## config.mk

```make
export PLATFORM = sky130hd
export DESIGN_NAME = dmc_output_unit
export DESIGN_NICKNAME = d
export VERILOG_FILES = /design/src/rtl/dmc_output_unit.sv
export SDC_FILE = /design/constraint.sdc
export NUM_CORES = 1
export LEC_CHECK = 0
export CAP_MARGIN = 20
export CORE_MARGIN = 2
export CORE_UTILIZATION = 51
export CTS_CLUSTER_SIZE = 30
export DETAILED_ROUTE_END_ITERATION = 8
export PLACE_DENSITY = 0.84
export SETUP_SLACK_MARGIN = 0.2
export SYNTH_ARGS = -nofsm -noshare
export SYNTH_HDL_FRONTEND = slang
export SYNTH_SLANG_ARGS = --single-unit
```

## constraint.sdc

```tcl
create_clock -name CLK -period 3.5 [get_ports CLK]
set_input_delay 0.7 -clock CLK [delete_from_list [all_inputs] [get_ports CLK]]
set_output_delay 0.7 -clock CLK [all_outputs]
set_load 0.02 [all_outputs]
```

## src/rtl/dmc_output_unit.sv

```systemverilog
// DMC output unit: shifts sample-buffer bytes out LSB-first and steps a
// saturating 7-bit DAC counter by +/-2 per bit on each output-rate tick.
module dmc_output_unit (
    input  logic       CLK,
    input  logic       RES,
    input  logic       tick,
    input  logic       buf_full,
    input  logic [7:0] buf_data,
    output logic       buf_take,
    input  logic       load_en,
    input  logic [6:0] load_val,
    output logic [6:0] out,
    output logic       silence,
    output logic [2:0] bits_left
);

    logic [7:0] shift_q, shift_d;
    logic [2:0] cnt_q, cnt_d;
    logic       sil_q, sil_d;
    logic [6:0] out_q, out_d;
    logic       take_q, take_d;

    always_comb begin
        shift_d = shift_q;
        cnt_d   = cnt_q;
        sil_d   = sil_q;
        out_d   = out_q;
        take_d  = 1'b0;

        if (tick) begin
            // Saturate at the rails rather than wrap.
            if (!sil_q) begin
                if (shift_q[0] && (out_q <= 7'd125)) begin
                    out_d = out_q + 7'd2;
                end else if (!shift_q[0] && (out_q >= 7'd2)) begin
                    out_d = out_q - 7'd2;
                end
            end

            shift_d = {1'b0, shift_q[7:1]};

            if (cnt_q != 3'd0) begin
                cnt_d = cnt_q - 3'd1;
            end else begin
                cnt_d = 3'd7;
                if (buf_full) begin
                    shift_d = buf_data;
                    sil_d   = 1'b0;
                    take_d  = 1'b1;
                end else begin
                    shift_d = 8'd0;
                    sil_d   = 1'b1;
                end
            end
        end

        // Direct DAC write overrides any step on the same edge.
        if (load_en) begin
            out_d = load_val;
        end
    end

    always_ff @(posedge CLK) begin
        if (RES) begin
            shift_q <= 8'd0;
            cnt_q   <= 3'd0;
            sil_q   <= 1'b1;
            out_q   <= 7'd0;
            take_q  <= 1'b0;
        end else begin
            shift_q <= shift_d;
            cnt_q   <= cnt_d;
            sil_q   <= sil_d;
            out_q   <= out_d;
            take_q  <= take_d;
        end
    end

    assign out       = out_q;
    assign silence   = sil_q;
    assign bits_left = cnt_q;
    assign buf_take  = take_q;

endmodule

```

Yosys cells after proc, flatten, opt, wreduce, memory -nomap -nowiden --
Cells that the tools add are included.
Storage, ports and cells: input port bits 20, output and inout bits 12, register bits 20, word-level logic and storage cells 32
Cells by class: equality and inequality tests 1, order comparisons 2, bitwise operators 2, reductions and logical operators 9, multiplexer cells 10, $add $sub $neg 3
Operators by type and width (number):
- 7-bit two-way mux | 5
- 8-bit two-way mux | 2
- 7-bit by 2-bit adder with 7-bit output (second input constant) | 1
- 7-bit by 2-bit >= comparator with 1-bit output (second input constant) | 1
- 7-bit less-or-equal comparator (second input constant) | 1
- 7-bit by 2-bit subtractor with 7-bit output (second input constant) | 1
- 3-bit nonzero test | 2
- 3-bit two-way mux | 1
- 3-bit AND reduction | 1
- 3-bit OR reduction | 1
- 3-bit by 1-bit subtractor with 3-bit output (second input constant) | 1
- 1-bit logical AND | 2
- 1-bit two-way mux | 2
- 2-bit inequality test (second input constant) | 1
- 1-bit NOT | 2
- 2-bit AND reduction | 1
- 2-bit nonzero test | 1
- 1-bit zero test | 1

Depth between registers and ports, before layout --
depth in word-level cells 7, depth in mapped cells 8, gate-level depth less buffers 7

Worst setup path before layout --
No wires, ideal clock.
path kind register to register, start point reg out_q[1], in the netlist out[1], end point reg out_q[5], in the netlist out[5], clock period less this slack 1.990 ns, setup time 0.074 ns, data required time 3.426 ns, stages on the path, launching flop included 9, data arrival time 1.916 ns, path buffers 1, slack 1.510 ns, cell sequence dfxtp_1 -> buf_4 -> inv_1 -> ha_1 -> a21o_2 -> nand4_2 -> nand3_4 -> or4_1 -> a31oi_1
Between the ends: word-level cells in the longest chain between the ends 6, elaborated cells on any way between the ends 13, those cells by class add/sub (2); order compare (2); mux (5); reduce/logical (4)
RTL lines:
- start, declared | RTL line 20 | logic [6:0] out_q, out_d;
- start signal, assigned | RTL line 74 | out_q <= out_d;
- 7-bit by 2-bit subtractor with 7-bit output / 7-bit less-or-equal comparator (equally long branches) | RTL line 36, 33
- 7-bit two-way mux / 1-bit logical AND (equally long branches) | RTL line 35, 33
- 7-bit two-way mux | RTL line 33 | if (shift_q[0] && (out_q <= 7'd125)) begin
- 7-bit two-way mux | RTL line 32 | if (!sil_q) begin
- 7-bit two-way mux | RTL line 30 | if (tick) begin
- 7-bit two-way mux | RTL line 58 | if (load_en) begin
Parallel ways exist; a longest one is shown, timed or not. The select of a mux whose other input is x is not followed. A chain may end at the register's enable or synchronous reset.

Worst setup path in the final report --
start point reg out_q[2], in the netlist out[2], end point out out[2]
RTL lines:
- end, declared | RTL line 12 | output logic [6:0] out,
No word-level cell between the ends.

==> reports/results.md <==
| Result | This run | Unit |
|:---|:---|:---|
| Antenna cell count | 0 | - |
| Yosys warnings | 0 | - |
| Unrepaired setup endpoints after global routing | false | - |
| Number of distinct library cells after synthesis | 49 | - |
| Worst hold path stage count | 2 | - |
| Element type at the critical path end | output pin | - |
| Series of cell instances along the critical path | clkdlybuf4s50_1 | - |
| Top FF cell, synth | sky130_fd_sc_hd__dfxtp_1 | - |
| Most common cell in the netlist | sky130_fd_sc_hd__dfxtp_1 | - |
| Number of hold buffers added after cts | 0 | - |
| Area growth syn-to-layout | 28.16 | % |
| Number of inserted filler cells in the final layout | 190 | - |
| Global-route congestion overflow total | 0 | - |
| Post-CTS setup buffers | 0 | - |
| Internal power contribution | 0.3586 | mW |
| Biggest area consumer among synthesized cells | sky130_fd_sc_hd__dfxtp_1 | - |
| TritonCTS buffer count | 3 | - |
| Clk_lat worst skew | 290 | ps |
| Top Ports | 32 | - |
| Pwr dens | 342.1 | nW/um^2 |
| # rows | 17 | - |
| Die Height | 52.05 | um |
| Share of flip-flops with an asynchronous set or reset after synthesis | 0 | % |
| GR Util All Layers | 20.88 | % |
| Normalized max-slew margin | 51.43 | % |
| Net Sw Frac | 30.54 | % |
| Share of post-route cells with drive strength above 1 | 8.434 | % |
| H-Tree Depth | 1 | - |
| Power share of the combinational group | 28.7 | % |
| Antenna-violating nets left | 0 | - |
| Arr. time, crit path | 1520 | ps |
| Clock transition at the register clock pins on the worst setup and hold paths after CTS | 100 | ps |
| Via density | 5.799 | - |
| First-pass iteration count of the detailed router | 4 | - |
| Result of the run | complete, no violations | - |
| Total Neg Setup Slack | 0 | ps |
| Setup clock skew after layout | 6.478 | ps |
| First-pass GRT wire length | 4.291 | mm |
| Width of the die | 52.05 | um |
| Vias in the first global route | 992 | - |
| Final wirelength | 2.549 | mm |
| Startpoint of the lowest-slack hold path | shift_q[7]$_SDFFE_PP0P_ | - |
| Maximum number of pins on one net before global-route repair | 25 | - |
| Count of final setup violators | 0 | - |
| Area fraction of the dominant cell type after synthesis | 34.01 | % |
| Type of origin of the critical path | flip-flop | - |
| Synthesized cell area | 1177 | um^2 |
| Count of cells resized by post-cts repair | 0 | - |
| Final Hold Vio Count | 0 | - |
| Cell family with most CP delay | buffers and inverters | - |
| Mean instance size in the synthesized netlist | 8.470 | um^2 |
| Peak supply drop | 311.8 | uV |
| Placed Instances | 191 | - |
| Routed wirelength normalized by instance count | 13.14 | um |
| Sequential-to-total area share from yosys stat | 34.01 | % |
| Time the worst path needs with I/O delays and setup | 2219 | ps |
| Number of pins exceeding their max-slew limit in the final report | 0 | - |
| Fin cells | 194 | - |
| Combined area of the multi-input logic cells | 710.7 | um^2 |
| Net count after synthesis | 164 | - |
| Cell at the root of the clock tree | sky130_fd_sc_hd__clkbuf_4 | - |
| Final nets | 193 | - |
| Period utilization | 63.41 | % |
| Slew at the pin closest to its max-slew limit | 726.3 | ps |
| Clock net sink count | 20 | - |
| Fmax | 0.4506 | GHz |
| Number of max-cap violations | 0 | - |
| Worst path max stage delay | 680 | ps |
| Sequential fraction of design power | 51.4 | % |
| Net switching power of the design | 0.1577 | mW |
| DR DRC count | 0 | - |
| Starting density of the core | 53.74 | % |
| Cells after Synth | 139 | - |
| Crit Path Category | reg -> out | - |
| CTS tree | yes | - |
| Leakage power total | 0.5330 | nW |
| Synth top cells by count | sky130_fd_sc_hd__dfxtp_1, sky130_fd_sc_hd__nor2_1, sky130_fd_sc_hd__a311oi_1, sky130_fd_sc_hd__nand2_1, sky130_fd_sc_hd__nand3_1 | - |
| Number of flip-flops and latches in the synthesized netlist | 20 | - |
| Relative contribution of the clock network to total power | 19.9 | % |
| Number of DRC markers in iteration 0 | 13 | - |
| Post-DP HPWL | 1.907 | mm |
| Destination of the worst register-to-register timing path | out[5]$_SDFFE_PP0P_ | - |
| Core region area | 2191 | um^2 |
| Antenna violations before repair | 0 | - |
| Total vias in the final route | 1,125 | - |
| Placer congestion estimate | 0.9083 | - |
| Buffers added on ports | 31 | - |
| Flip-flop and latch area | 400.4 | um^2 |
| Worst r2r path cells | 7 | - |
| Worst-case hold path end point | shift_q[7]$_SDFFE_PP0P_ | - |
| Buffers and inverters on the worst path | 1 | - |
| Deepest clock path buffer count | 2 | - |
| Reg2reg setup slack | 1410 | ps |
| Slowest cell on the critical path | sky130_fd_sc_hd__clkdlybuf4s50_1 | - |
| RR Startpoint | out[1]$_SDFFE_PP0P_ | - |
| Biggest area contributors in the synthesized netlist | sky130_fd_sc_hd__dfxtp_1, sky130_fd_sc_hd__a311oi_1, sky130_fd_sc_hd__nor2_1 | - |
| Worst-path maximum fanout | 11 | - |
| Die footprint | 2709 | um^2 |
| Required @ worst endpoint | 2800 | ps |
| Hold/Removal Path Class | reg -> reg | - |
| EDFF count, synth | 0 | - |
[registers in the layout, summed over array words and instances, names as in the netlist]
register   cells
bits_left      3
buf_take       1
out            7
shift_q        8
silence        1
[layer usage]
metal  up-vias  track usage [%]  routed length, um
li1        581                -                  -
met2        25            34.81               1238
met5         -                0                  0
met4         0            2.632                 12
met3         2            5.460                117
met1       517            27.68               1181
[stage by stage]
stage,cell area [um^2],util (%),setup WS [ps],total power [mW],hold WS (ps)
6_report,1509,68.87,1281,0.5162,482.6
3_5_place_dp,1486,67.85,1043,0.4175,472.8
2_1_floorplan,1177,-,1510,0.3597,442.7
4_1_cts,1509,68.87,1278,0.5204,481.9
3_3_place_gp,1486,67.85,1103,0.4131,459.3
5_1_grt,1509,68.87,1223,0.5503,505.6
[layout make-up]
cell class | count | area share (%)
Clock buffer | 3 | 1.493
Inverter | 6 | 1.493
Multi-Input combinational cell | 105 | 47.10
Sequential cell | 20 | 26.53
Tap cell | 28 | 2.322
Timing Repair Buffer | 32 | 21.06
[how the worst max path moves through the flow]
stage                                      to           startpoint  cells past startpoint  slack (ps)
after detailed placement  out[5]$_SDFFE_PP0P_                 tick                      6        1040
after global routing                   out[2]  out[2]$_SDFFE_PP0P_                      1        1220
after floorplan           out[5]$_SDFFE_PP0P_  out[1]$_SDFFE_PP0P_                      8        1510
after global placement    out[5]$_SDFFE_PP0P_                 tick                      6        1100
final                                  out[2]  out[2]$_SDFFE_PP0P_                      1        1280
after CTS                              out[2]  out[2]$_SDFFE_PP0P_                      1        1280
[power by group through the flow]
| stage | clock network, mW | registers (mW) | logic [mW] |
|---|---|---|---|
| global placement | 0 | 0.269 | 0.144 |
| floorplan | 0 | 0.277 | 0.0822 |
| finish | 0.103 | 0.265 | 0.148 |
| detailed placement | 0 | 0.270 | 0.148 |
| CTS | 0.106 | 0.265 | 0.149 |
| global route | 0.117 | 0.268 | 0.165 |
[cells in the final DEF (no fill, tap or decap), types with 2 or more instances in the layout]
cell type,instances
sky130_fd_sc_hd__clkdlybuf4s50_1,31
sky130_fd_sc_hd__dfxtp_1,20
sky130_fd_sc_hd__nor2_1,18
sky130_fd_sc_hd__nand2_1,10
sky130_fd_sc_hd__nand3_1,10
sky130_fd_sc_hd__a311oi_1,10
sky130_fd_sc_hd__inv_1,5
sky130_fd_sc_hd__ha_1,5
sky130_fd_sc_hd__a31oi_1,3
sky130_fd_sc_hd__o21ai_0,3
sky130_fd_sc_hd__a211oi_1,3
sky130_fd_sc_hd__clkbuf_4,3
sky130_fd_sc_hd__nand2b_1,2
sky130_fd_sc_hd__nand4_2,2
sky130_fd_sc_hd__and3_2,2
sky130_fd_sc_hd__nand3b_1,2
sky130_fd_sc_hd__or3_1,2
sky130_fd_sc_hd__nand4_1,2
sky130_fd_sc_hd__a21oi_1,2
sky130_fd_sc_hd__o31ai_1,2
[cell families (layout without fill, tap and decap cells)]
kind of cell	after synthesis	after routing	share of synthesized area (%)
AOI/OAI and AO/OA	34	34	22.00
xor gates and xnor gates	2	2	1.488
adders and majority gates	5	5	5.313
buffers and inverters	14	41	5.632
DFF	20	20	34.01
muxes	1	1	0.8502
and+or+nand+nor	63	63	30.71
[tightest hold or removal path, stage by stage, from the launching register on]
cell	delay [ps]
sky130_fd_sc_hd__dfxtp_1	330
sky130_fd_sc_hd__nand2b_1	60
sky130_fd_sc_hd__a21oi_1	50
Power figures use the tool's default switching activity.
